<file path="src/rtl/dac_pkg.sv">
`default_nettype none
// ============================================================================
// Package     : dac_pkg
// Description : Shared definitions for the audio DAC path (dac_counter and
//               dac_pwm_out): sample width, PWM state encoding and a helper
//               for sizing the prescale counter.
// Revision    : 1.0 - initial release
// ============================================================================
package dac_pkg;

  // Sample / duty width shared by every block on the sound path.
  localparam int DAC_WIDTH = 8;

  // PWM stage operating state.
  typedef enum logic [1:0] {
    IDLE  = 2'd0,
    RUN   = 2'd1,
    DRAIN = 2'd2
  } dac_state_t;

  // Width of a counter that must hold 0..p-1; never narrower than one bit
  // so that PRESCALE=1 still yields a legal vector.
  function automatic int dac_cnt_width(input int p);
    int w;
    w = $clog2(p);
    return (w < 1) ? 1 : w;
  endfunction

endpackage : dac_pkg
`default_nettype wire

</file>
<file path="src/rtl/dac_pwm_out_if.sv">
`default_nettype none
// ============================================================================
// Interface   : dac_pwm_out_if
// Description : Sample hand-off from dac_counter to dac_pwm_out.
//               sample_i     - next duty value (WIDTH bits)
//               sample_valid - sample_i holds a sample
//               sample_ready - consumer's one-entry buffer is empty
//               master: sample producer, slave: PWM stage.
// Revision    : 1.0 - initial release
// ============================================================================
interface dac_pwm_out_if
  import dac_pkg::*;
#(
  parameter int WIDTH = DAC_WIDTH
) ();

  logic [WIDTH-1:0] sample_i;
  logic             sample_valid;
  logic             sample_ready;

  modport master (
    output sample_i,
    output sample_valid,
    input  sample_ready
  );

  modport slave (
    input  sample_i,
    input  sample_valid,
    output sample_ready
  );

endinterface : dac_pwm_out_if
`default_nettype wire

</file>
<file path="src/rtl/dac_tick_gen.sv">
`default_nettype none
// ============================================================================
// Module      : dac_tick_gen
// Description : PWM prescaler. Produces a one-clock tick every PRESCALE
//               clocks while run is high; the count is held at zero otherwise.
// Ports       : clk  - system clock
//               nRst - synchronous active-low reset
//               run  - count enable (PWM stage is in RUN or DRAIN)
//               tick - high on the last clock of each prescale interval
// Revision    : 1.0 - initial release
// ============================================================================
module dac_tick_gen
  import dac_pkg::*;
#(
  parameter int PRESCALE = 1
) (
  input  logic clk,
  input  logic nRst,
  input  logic run,
  output logic tick
);

  localparam int                 c_cnt_w = dac_cnt_width(PRESCALE);
  localparam logic [c_cnt_w-1:0] c_last  = c_cnt_w'(PRESCALE - 1);

  logic [c_cnt_w-1:0] r_cnt;
  logic               w_wrap;

  assign w_wrap = (r_cnt == c_last);

  always_ff @(posedge clk) begin
    if (!nRst) begin
      r_cnt <= '0;
    end else if (!run || w_wrap) begin
      r_cnt <= '0;
    end else begin
      r_cnt <= r_cnt + 1'b1;
    end
  end

  // With PRESCALE=1 the count stays at zero and every running clock ticks.
  assign tick = run & w_wrap;

endmodule : dac_tick_gen
`default_nettype wire

</file>
<file path="src/rtl/dac_pwm_out.sv">
`default_nettype none
// ============================================================================
// Module      : dac_pwm_out
// Description : Audio PWM output stage. Accepts WIDTH-bit samples into a
//               one-entry buffer, loads them as the duty at each PWM period
//               boundary and drives a registered 1-bit PWM line.
// Ports       : clk          - system clock
//               nRst         - synchronous active-low reset
//               enable       - run request
//               smp          - sample handshake (slave side)
//               pwm_o        - registered PWM output
//               at_max       - one-clock pulse after each period boundary
//               underrun     - sticky, boundary reached with empty buffer
//               clr_underrun - clears underrun (a same-edge set wins)
// Revision    : 1.0 - initial release
// ============================================================================
module dac_pwm_out
  import dac_pkg::*;
#(
  parameter int WIDTH    = DAC_WIDTH,
  parameter int PRESCALE = 1
) (
  input  logic          clk,
  input  logic          nRst,
  input  logic          enable,
  dac_pwm_out_if.slave  smp,
  output logic          pwm_o,
  output logic          at_max,
  output logic          underrun,
  input  logic          clr_underrun
);

  localparam logic [WIDTH-1:0] c_tick_max = {WIDTH{1'b1}};

  dac_state_t       r_state;
  dac_state_t       w_state_nxt;
  logic             w_run;
  logic             w_tick;
  logic             w_boundary;
  logic             w_accept;
  logic [WIDTH-1:0] w_sample;

  logic [WIDTH-1:0] r_tick_cnt;
  logic [WIDTH-1:0] r_duty;
  logic [WIDTH-1:0] r_buf;
  logic             r_buf_full;
  logic             r_pwm;
  logic             r_at_max;
  logic             r_underrun;

  // --------------------------------------------------------------------------
  // Prescaler
  // --------------------------------------------------------------------------
  dac_tick_gen #(
    .PRESCALE (PRESCALE)
  ) u_tick_gen (
    .clk  (clk),
    .nRst (nRst),
    .run  (w_run),
    .tick (w_tick)
  );

  // Last tick of a period; only possible while counting.
  assign w_boundary = w_run & w_tick & (r_tick_cnt == c_tick_max);

  // --------------------------------------------------------------------------
  // FSM: state register
  // --------------------------------------------------------------------------
  always_ff @(posedge clk) begin
    if (!nRst) begin
      r_state <= IDLE;
    end else begin
      r_state <= w_state_nxt;
    end
  end

  // --------------------------------------------------------------------------
  // FSM: next state
  // --------------------------------------------------------------------------
  always_comb begin
    w_state_nxt = r_state;
    unique case (r_state)
      IDLE: begin
        if (enable) begin
          w_state_nxt = RUN;
        end
      end
      RUN: begin
        // Dropping enable exactly on a boundary needs no drain period.
        if (!enable) begin
          w_state_nxt = w_boundary ? IDLE : DRAIN;
        end
      end
      DRAIN: begin
        // The period being drained always ends the run, even if enable
        // comes back on the boundary clock itself.
        if (w_boundary) begin
          w_state_nxt = IDLE;
        end else if (enable) begin
          w_state_nxt = RUN;
        end
      end
      default: begin
        w_state_nxt = IDLE;
      end
    endcase
  end

  // --------------------------------------------------------------------------
  // FSM: outputs
  // --------------------------------------------------------------------------
  always_comb begin
    w_run = 1'b0;
    unique case (r_state)
      RUN, DRAIN: w_run = 1'b1;
      default:    w_run = 1'b0;
    endcase
  end

  // --------------------------------------------------------------------------
  // Period counter: held at zero while idle so a new run starts a full period.
  // --------------------------------------------------------------------------
  always_ff @(posedge clk) begin
    if (!nRst) begin
      r_tick_cnt <= '0;
    end else if (!w_run) begin
      r_tick_cnt <= '0;
    end else if (w_tick) begin
      r_tick_cnt <= r_tick_cnt + 1'b1;
    end
  end

  // --------------------------------------------------------------------------
  // Sample buffer and duty register
  // --------------------------------------------------------------------------
  assign w_sample         = smp.sample_i;
  assign smp.sample_ready = ~r_buf_full;
  assign w_accept         = smp.sample_valid & ~r_buf_full;

  always_ff @(posedge clk) begin
    if (!nRst) begin
      r_duty     <= '0;
      r_buf      <= '0;
      r_buf_full <= 1'b0;
    end else if (w_boundary && r_buf_full) begin
      // Buffer is full, so no accept can coincide with this load.
      r_duty     <= r_buf;
      r_buf_full <= 1'b0;
    end else if (w_accept) begin
      // Also covers an accept on a boundary with an empty buffer: the
      // sample waits for the next period and duty is left unchanged.
      r_buf      <= w_sample;
      r_buf_full <= 1'b1;
    end
  end

  // --------------------------------------------------------------------------
  // Registered outputs
  // --------------------------------------------------------------------------
  always_ff @(posedge clk) begin
    if (!nRst) begin
      r_pwm      <= 1'b0;
      r_at_max   <= 1'b0;
      r_underrun <= 1'b0;
    end else begin
      r_pwm    <= w_run & (r_tick_cnt < r_duty);
      r_at_max <= w_boundary;
      if (w_boundary && !r_buf_full) begin
        r_underrun <= 1'b1;
      end else if (clr_underrun) begin
        r_underrun <= 1'b0;
      end
    end
  end

  assign pwm_o    = r_pwm;
  assign at_max   = r_at_max;
  assign underrun = r_underrun;

endmodule : dac_pwm_out
`default_nettype wire

</file>
<file path="src/flat_wrapper.sv">
// flat-port wrapper written by rule: the top's interface ports become plain ports
module dac_pwm_out_flat import dac_pkg::*;
#(
  parameter int WIDTH    = DAC_WIDTH,
  parameter int PRESCALE = 1
)
  (clk, nRst, enable, pwm_o, at_max, underrun, clr_underrun, smp_sample_i, smp_sample_valid, smp_sample_ready);
  dac_pwm_out_if #(.WIDTH(WIDTH)) smp_i ();
  input  logic clk;
  input  logic nRst;
  input  logic enable;
  output logic pwm_o;
  output logic at_max;
  output logic underrun;
  input  logic clr_underrun;
  input wire logic [$bits(smp_i.sample_i)-1:0] smp_sample_i;
  input wire logic [$bits(smp_i.sample_valid)-1:0] smp_sample_valid;
  output wire logic [$bits(smp_i.sample_ready)-1:0] smp_sample_ready;
  assign smp_i.sample_i = smp_sample_i;
  assign smp_i.sample_valid = smp_sample_valid;
  assign smp_sample_ready = smp_i.sample_ready;
  dac_pwm_out #(.WIDTH(WIDTH), .PRESCALE(PRESCALE)) u_core (.clk(clk), .nRst(nRst), .enable(enable), .smp(smp_i), .pwm_o(pwm_o), .at_max(at_max), .underrun(underrun), .clr_underrun(clr_underrun));
endmodule
</file>
<file path="config.mk">
export PLATFORM = sky130hd
export DESIGN_NAME = dac_pwm_out_flat
export DESIGN_NICKNAME = d
export VERILOG_FILES = /design/src/rtl/dac_pkg.sv /design/src/rtl/dac_pwm_out_if.sv /design/src/rtl/dac_tick_gen.sv /design/src/rtl/dac_pwm_out.sv /design/src/flat_wrapper.sv
export SDC_FILE = /design/constraint.sdc
export NUM_CORES = 1
export LEC_CHECK = 0
export BUFFER_PORTS_ARGS = -buffer_cell sky130_fd_sc_hd__buf_4
export CAP_MARGIN = 0
export CORE_MARGIN = 8
export CORE_UTILIZATION = 56
export CTS_BUF_LIST = sky130_fd_sc_hd__clkbuf_8 sky130_fd_sc_hd__clkbuf_16
export CTS_CLUSTER_DIAMETER = 120
export DETAILED_ROUTE_END_ITERATION = 6
export MAX_ROUTING_LAYER = met4
export PLACE_DENSITY = 0.79
export SLEW_MARGIN = 25
export SYNTH_ARGS = -nofsm -noshare
export SYNTH_HDL_FRONTEND = slang
export SYNTH_SLANG_ARGS = --single-unit
</file>
<file path="constraint.sdc">
create_clock -name clk -period 2.1 [get_ports clk]
set_input_delay 0.105 -clock clk [delete_from_list [all_inputs] [get_ports clk]]
set_output_delay 0.105 -clock clk [all_outputs]
set_load 0.01 [all_outputs]
</file>
==> metrics.txt <==
sink count of the clock tree=31; pin count of the biggest net entering global routing=19; post-CTS resize count=0; Post-Synthesis Net Count=185; aggregate global-route resource usage=15.5%; placed instance area=0.00161 mm2; total wire length=2.96 mm; final standard cell area without fillers=0.00172 mm2; boundary pin count=17; flops & latches, synth=31; fraction of final layout cells sized beyond drive strength 1=21.8%; post-CTS repair timing setup buffer count=0; clock edge transition at the registers on the reported setup and hold paths=0.06 ns; sequential share of the synthesized area=41.5%; met1 GRT Util=15.0%; Worst Setup End Kind=flop; Inserted Diodes=0; number of search-and-repair iterations in the first detailed-routing pass=4; Port Buffer Count=16; final clock period utilization by the worst path=88.0%; data arrival at the endpoint of the critical path=2.02 ns; wire length of the first global-routing pass=5.14 mm; clock tree from TritonCTS=done; core outline area=0.00250 mm2; count of flip-flops with a built-in enable after synthesis=0; Worst Path Required=2.27 ns; H-tree levels=2; Worst Skew=0.00503 ns; horizontal die dimension=67.7 um; overall via count from detail_route=1,151; clock buffer depth=2; Syn Area/Cell=9.35 um2; cell accounting for the most synthesized area=dfxtp_1; met3 Track Usage GR=4.14%; top achievable clock speed=541 MHz; fraction of registers with async set/reset=0%; Worst Hold Class=in -> reg; most frequently used cell type in the post-synthesis netlist=dfxtp_1; netlist area before placement=0.00150 mm2; post-DP HPWL=2.18 mm; area share of the largest cell type after synthesis=41.5%; number of inserted filler cells in the final layout=195; initial cell density of the core=59.9%; later-pin clock latency in the skew report=0.29 ns; worst setup path start=u_core.r_state[1]$_SDFFE_PN0P_; drt first-iter violations=42; chip height=67.7 um; endpoint of the worst setup timing path=u_core.r_duty[5]$_SDFFE_PN0P_; Nets=203; met2 track demand over resource=26.4%; area enclosed by the die boundary=0.00458 mm2; peak-usage layer in the global routing report=met2; RSZ-0062 raised after global routing=false; power density over the cells=774 mW/mm2; Leak Pwr=0.726 nW; most frequent cells after synthesis=31 x dfxtp_1, 21 x nor2_1, 15 x nand2_1; number of standard cells after synthesis=160; final weighted congestion of routability-driven global placement=0.942; setup total negative slack=0 ns; final period demand of the worst path=1.85 ns; via count of the first global-routing pass=1,162; site row count=18; top cells by area, synth=dfxtp_1 41%, ha_1 10%, mux2i_1 6.0%; final number of hold-violating endpoints=0; top_reg_cell synth=dfxtp_1; library cells used by synthesis=37; Area Overhead vs Synth=15.1%; Max FO, Critical Path=17; number of hold buffers added after CTS=0; Yosys Warn Count=0; number of antenna-violating nets in the routed design=0; crit path kind=reg -> reg; FF-to-FF Start=u_core.r_state[1]$_SDFFE_PN0P_; initial antenna violation count=0; WL per Instance=14.2 um; number of buffers created by CTS=5; worst r2r path cells=6; Max Transition Viols Final=0; maximum ir drop on the vdd rail=0.901 mV; total setup violations reported at the end of the flow=0; Clock Tree Root=clkbuf_8; Pwr Total=1.33 mW; critical register-to-register path endpoint=u_core.r_duty[5]$_SDFFE_PN0P_; total of max-cap violations=0; routed vias/inst=5.51; Critical Path Source Type=flop; leftover overflow at the end of global routing=0; outcome=finished, final reports clean; drc violations=0; reg2reg setup slack=0.25 ns
[metal layers]
metal	vias up	part of all wire [%]	wire length (um)
li1	576	-	-
met1	545	39	1170
met2	22	53	1560
met3	8	5.1	150
met4	0	2.7	79
met5	-	0	0
[registers in the layout, indices dropped and copies added, names as in the netlist]
register                 count
u_core.r_buf                 8
u_core.r_duty                8
u_core.r_tick_cnt            8
u_core.r_state               2
u_core.at_max                1
u_core.pwm_o                 1
u_core.r_buf_full            1
u_core.u_tick_gen.r_cnt      1
u_core.underrun              1
[cell type report]
type | count | area [um2] | area share, %
clock buffers | 6 | 82.6 | 4.79
clock inverters | 2 | 35.0 | 2.03
inverters | 14 | 52.6 | 3.05
multi-input cells | 109 | 767 | 44.5
flip-flops and latches | 31 | 621 | 36.0
well taps | 30 | 37.5 | 2.18
repair buffers | 17 | 128 | 7.41
[critical path, stage by stage, from the launching register on]
cell and delay, ns:
dfxtp_1 0.40, inv_1 0.08, ha_1 0.29, and4b_1 0.36, nand4_4 0.32, nand3_1 0.21
o21ai_2 0.06
[layout by cell type, fill, tap and decap left out, drive strengths merged]
cell type / count
dfxtp: 31
nand2b: 1
a2bb2oi: 1
a211o: 1
ha: 12
buf: 17
xor2: 6
and4: 1
a21oi: 3
o2111ai: 1
a21o: 1
nand3: 9
nand4b: 1
and3: 1
clkbuf: 6
clkinv: 1
and2b: 1
and4b: 1
a311oi: 1
bufinv: 1
or2: 1
nor2: 21
a211oi: 1
a31oi: 1
inv: 14
o21ai: 12
mux2i: 9
a22oi: 1
nand4: 4
nor2b: 1
xnor2: 1
conb: 1
nand2: 15
[cell families (layout without fill, tap and decap cells)]
group	Yosys count	count (layout)	synth area share, %
compound gates	23	23	11.3
xor+xnor	7	7	4.10
fa+ha+maj	12	12	10.0
buf+inv	20	39	7.27
flops	31	31	41.5
mux	9	9	6.02
other cells	1	1	0.251
simple gates	57	57	19.6
[worst min-delay path by stage]
stage                     start                              to  slack, ns  cells after the start
6_report        smp_sample_i[4]    u_core.r_buf[4]$_SDFFE_PN0P_       0.05                      3
5_1_grt         smp_sample_i[1]    u_core.r_buf[1]$_SDFFE_PN0P_       0.05                      3
4_1_cts        smp_sample_valid  u_core.r_buf_full$_SDFFE_PP0P_       0.05                      3
3_5_place_dp   smp_sample_valid  u_core.r_buf_full$_SDFFE_PP0P_       0.35                      3
3_3_place_gp    smp_sample_i[6]    u_core.r_buf[6]$_SDFFE_PN0P_       0.34                      3
2_1_floorplan  smp_sample_valid  u_core.r_buf_full$_SDFFE_PP0P_       0.24                      2
[report_power, final]
| group | internal (mW) | total [mW] | switching (mW) |
|---|---|---|---|
| Combinational | 0.0508 | 0.108 | 0.0568 |
| Sequential | 0.606 | 0.624 | 0.0179 |
| Clock | 0.383 | 0.602 | 0.219 |
| Total | 1.04 | 1.33 | 0.293 |
[through the flow]
| step | worst slack [ns] | hold slack (ns) | cells | util [%] |
|---|---|---|---|---|
| 6_report | 0.251 | 0.0487 | 209 | 68.9 |
| 5_1_grt | 0.0756 | 0.0528 | 209 | 68.9 |
| 4_1_cts | 0.245 | 0.0456 | 209 | 68.9 |
| 3_5_place_dp | 0.267 | 0.346 | 201 | 64.2 |
| 3_3_place_gp | 0.356 | 0.344 | 201 | 64.2 |
| 2_1_floorplan | 0.526 | 0.240 | 160 | - |
Power figures use the tool's default switching activity.
